==> src/rtl/seg7_scan.sv <==
// seg7_scan: multiplexed 7-segment scanner with ghost guard; `define SEG7_SCAN_LZB_EN for leading-zero blanking
module seg7_scan #(
   parameter int NUM_DIGITS = 4,
   parameter int SCAN_DIV = 50000
) (
   input logic clk,
   input logic reset,
   input logic en,
   input logic load,
   input logic [4*NUM_DIGITS-1:0] digits,
   output logic [6:0] seg,
   output logic [NUM_DIGITS-1:0] an,
   output logic frame_tick
);
   localparam int CW = $clog2(SCAN_DIV);
   localparam int IW = NUM_DIGITS > 1 ? $clog2(NUM_DIGITS) : 1;
   logic [CW-1:0] cnt;
   logic [IW-1:0] idx;
   logic [3:0] shadow [NUM_DIGITS];
   logic [3:0] code;
   logic last_cnt;
   logic last_idx;
   logic show;
   assign last_cnt = cnt == CW'(SCAN_DIV - 1);
   assign last_idx = idx == IW'(NUM_DIGITS - 1);
   assign show = en && cnt != '0;
   function automatic logic [6:0] decode(input logic [3:0] c);
      case (c)
         4'd0: decode = 7'b1000000;
         4'd1: decode = 7'b1111001;
         4'd2: decode = 7'b0100100;
         4'd3: decode = 7'b0110000;
         4'd4: decode = 7'b0011001;
         4'd5: decode = 7'b0010010;
         4'd6: decode = 7'b0000010;
         4'd7: decode = 7'b1111000;
         4'd8: decode = 7'b0000000;
         4'd9: decode = 7'b0010000;
         4'd11: decode = 7'b0111111;
         default: decode = 7'b1111111;
      endcase
   endfunction
`ifdef SEG7_SCAN_LZB_EN
   logic [NUM_DIGITS-1:0] sup;
   // a zero digit is suppressed while every digit above it is zero or blank; digit 0 always shows
   always_comb begin
      logic lead;
      lead = 1'b1;
      sup = '0;
      for (int i = NUM_DIGITS - 1; i >= 1; i--) begin
         sup[i] = lead && shadow[i] == 4'd0;
         lead = lead && (shadow[i] == 4'd0 || shadow[i] == 4'd10);
      end
   end
   assign code = sup[idx] ? 4'd10 : shadow[idx];
`else
   assign code = shadow[idx];
`endif
   // prescaler, digit index, shadow capture and registered outputs (outputs use pre-edge shadow, so loads never tear)
   always_ff @(posedge clk) begin
      if (reset) begin
         cnt <= '0;
         idx <= '0;
         for (int i = 0; i < NUM_DIGITS; i++) shadow[i] <= 4'd10;
         an <= '1;
         seg <= '1;
         frame_tick <= 1'b0;
      end else begin
         if (load) for (int i = 0; i < NUM_DIGITS; i++) shadow[i] <= digits[4*i +: 4];
         if (en) begin
            cnt <= last_cnt ? '0 : cnt + 1'b1;
            if (last_cnt) idx <= last_idx ? '0 : idx + 1'b1;
         end
         an <= show ? ~(NUM_DIGITS'(1) << idx) : '1;
         seg <= show ? decode(code) : 7'b1111111;
         frame_tick <= en && last_cnt && last_idx;
      end
   end
endmodule
==> config.mk <==
export PLATFORM = sky130hd
export DESIGN_NAME = seg7_scan
export DESIGN_NICKNAME = d
export VERILOG_FILES = /design/src/rtl/seg7_scan.sv
export SDC_FILE = /design/constraint.sdc
export NUM_CORES = 1
export LEC_CHECK = 0
export CORE_MARGIN = 2
export CORE_UTILIZATION = 30
export DETAILED_ROUTE_END_ITERATION = 12
export PLACE_DENSITY_LB_ADDON = 0.1
export SLEW_MARGIN = 25
export SYNTH_ARGS = -nofsm -noshare
export SYNTH_HDL_FRONTEND = slang
export SYNTH_SLANG_ARGS = --single-unit
==> constraint.sdc <==
create_clock -name clk -period 4.1 [get_ports clk]
set_input_delay 0.41 -clock clk [delete_from_list [all_inputs] [get_ports clk]]
set_output_delay 0.41 -clock clk [all_outputs]
set_load 0.02 [all_outputs]
==> impl_results.md <==
- Status: finished clean
- Via count: 1441
- Max stage delay on crit path: 0.67 ns
- Core area: 7214 um^2
- Mean number of vias per cell: 4.353
- P&R area growth vs syn: 21.03%
- Drc violations: 0
- Total CTS buffers: 5
- Critical Path Fanout Max: 12
- Setup crit start kind: input port
- Peak supply drop: 124.6 uV
- Clk_skew: 0.005613 ns
- Post-cts sizing count: 0
- Starting density of the core: 30.68%
- CP Capture Type: flop
- Yosys Warn Count: 0
- # setup viols final: 0
- Root Buffer Master: clkbuf_8
- Layout cells sized above 1: 8.621%
- Setup CP Type: in2reg
- Hold Buf Count CTS: 0
- Fin util: 37.13%
- Initial antenna violation count: 0
- Final #Nets: 263
- TritonRoute pass-1 iters: 4
- GR Util met3: 3.018%
- Detailed Route WL: 3.780 mm
- DR iter-0 viols: 43
- Most used routing layer: met2
- Vias in the first global route: 1406
- Synthesized cell area: 2213 um^2
- Placed Instances: 323
- GR met2 Demand/Resource: 15.53%
- Die Y: 89.90 um
- Largest net degree at the start of global routing: 17
- Post-DRT Antenna Nets: 0
- CP delay by family, top: compound AO/OA/AOI/OAI gates
- GRT Overall Usage: 10.01%
- Fraction of registers with async set/reset: 0%
- Most used DFF post-synth: dfxtp_1
- CP max-delay cell: a41oi_1
- Slew Viols, Final: 0
- Filler cell count in the final layout: 738
- I/O pin total: 32
- Worst-Skew Late Latency: 0.30 ns
- Tcrit/Tclk final: 53.09%
- CTS tree: done
- Post-Synthesis Cells: 201
- Slew @ Worst Pin: 0.8713 ns
- Crit path time final: 2.177 ns
- Final TNS setup: 0 ns
- CP bufs+invs: 1
- Met1 Use GR: 13.51%
- FF+latch count, synth: 48
- Syn_area_per_cell: 11.01 um^2
- GP Congestion: 0.6547
- PD cells: 324.9 nW/um^2
- CTS sink cnt: 48
- WL/cell: 11.42 um
- Critical path arrival: 2.33 ns
- HPWL Detailed: 2.814 mm
- IO buf count: 31
- Global route total overflow: 0
- Library cells used by synthesis: 40
- Clk buf depth: 2
- Final hold vios: 0
- Rows: 31
- Req. time, crit path: 4.25 ns
- Clock transition at path regs: 0.09 ns
- Max Cap Violations: 0
- CP Cell Sequence: clkdlybuf4s50_1, or2b_1, a41oi_1, nor4b_1, a21oi_1
- Layout Cells excl Fill: 331
- Die ar.: 8081 um^2
- Cell leakage power: 0.9506 nW
- HP Class: reg2reg
- Slew HR: 41.15%
- Die Width: 89.90 um
- FMAX: 459.4 MHz
- First-pass GRT wire length: 6.610 mm
- EDFF count, synth: 16
- RSZ-0062 raised after global routing: no
- Syn Nets: 233
- H-Tree Depth: 2
- Diodes inserted: 0
- Setup repair bufs after CTS: 0
- Post-synthesis sequential area ratio: 50.65%
==> kinds of logic (layout without fill, tap and decap cells) <==
family,count (synthesis),count (layout),share of synthesized area [%]
AOI/OAI and AO/OA,26,26,6.840
and+or+nand+nor,78,78,21.76
buffers and inverters,19,50,4.183
adders and majority gates,12,12,6.783
xor gates and xnor gates,11,11,4.353
muxes,7,7,5.427
DFF,48,48,50.65
==> worst register-to-register path, stage by stage, from the launching register on <==
cell,delay [ns]
dfxtp_1,0.39
inv_1,0.06
ha_1,0.20
nor4b_1,0.15
a41oi_1,0.74
nor4b_1,0.33
a21oi_1,0.07
==> per-layer routing <==
metal	vias to the layer above	routed length (um)
li1	759	-
met1	650	1956
met2	27	1622
met3	5	150
met4	0	51
met5	-	0
==> power breakdown <==
part           switching [mW]  internal (mW)
Clock                   0.157          0.116
Combinational          0.0387         0.0430
Sequential            0.00598          0.509
Total                   0.202          0.669
==> sequential cells by signal (all words and copies together) (netlist names), named ones only <==
signal,count
idx,2
an,4
seg,7
cnt,16
frame_tick,1
shadow,16
==> path summary, 6_finish.rpt <==
check	endpoint	cells past startpoint	slack (ns)	start
setup / recovery	seg[3]	5	1.92	en
hold / removal	cnt[13]	2	0.52	cnt[13]
setup reg to reg	seg[3]	6	2.01	cnt[0]
hold reg to reg	cnt[13]	2	0.52	cnt[13]
==> synth_stat cells (3+ instances only) <==
master     n  share of area, %
o21ai_0   10               2.3
nor2_1    15               2.5
nor4b_1    3               1.2
nand2b_1   8               2.3
and3_1     3              0.85
nor2b_1    4               1.1
and2_1    10               2.8
ha_1      12               6.8
nand3_1    3              0.68
mux4_2     4               4.1
clkbuf_1   3              0.51
inv_1     11               1.9
nand2_1    9               1.5
edfxtp_1  16                22
dfxtp_1   32                29
nand4_1    5               1.4
mux2i_1    3               1.4
a21oi_1   10               2.3
or3_1      3              0.85
and4_1     3               1.2
xor2_1     9               3.6
==> through the flow <==
stage | worst slack (ns) | hold WS [ns] | area (um^2) | total power [mW]
2_1_floorplan | 2.354 | 0.4712 | 2213 | 0.5743
3_3_place_gp | 1.686 | 0.4925 | 2596 | 0.6100
3_5_place_dp | 1.624 | 0.4986 | 2596 | 0.6097
4_1_cts | 1.943 | 0.5130 | 2679 | 0.8845
5_1_grt | 1.758 | 0.5309 | 2679 | 0.9168
6_report | 1.923 | 0.5166 | 2679 | 0.8704
==> layout make-up <==
cell class | instances | area (um^2) | area share, %
clock inverter | 3 | 13.76 | 0.5138
clock buffer | 5 | 68.82 | 2.569
inverter | 11 | 41.29 | 1.541
multi-input combinational | 134 | 999.7 | 37.32
timing repair buffer | 31 | 310.3 | 11.58
sequential | 48 | 1121 | 41.85
tap | 99 | 123.9 | 4.624
==> cells in the final DEF, fill, tap and decap left out, types with 10 or more instances in the layout <==
master / count
a21oi_1: 10
and2_1: 10
clkdlybuf4s50_1: 31
dfxtp_1: 32
edfxtp_1: 16
ha_1: 12
inv_1: 11
nor2_1: 15
o21ai_0: 10
Note: power is estimated with default switching activity, not from simulation.
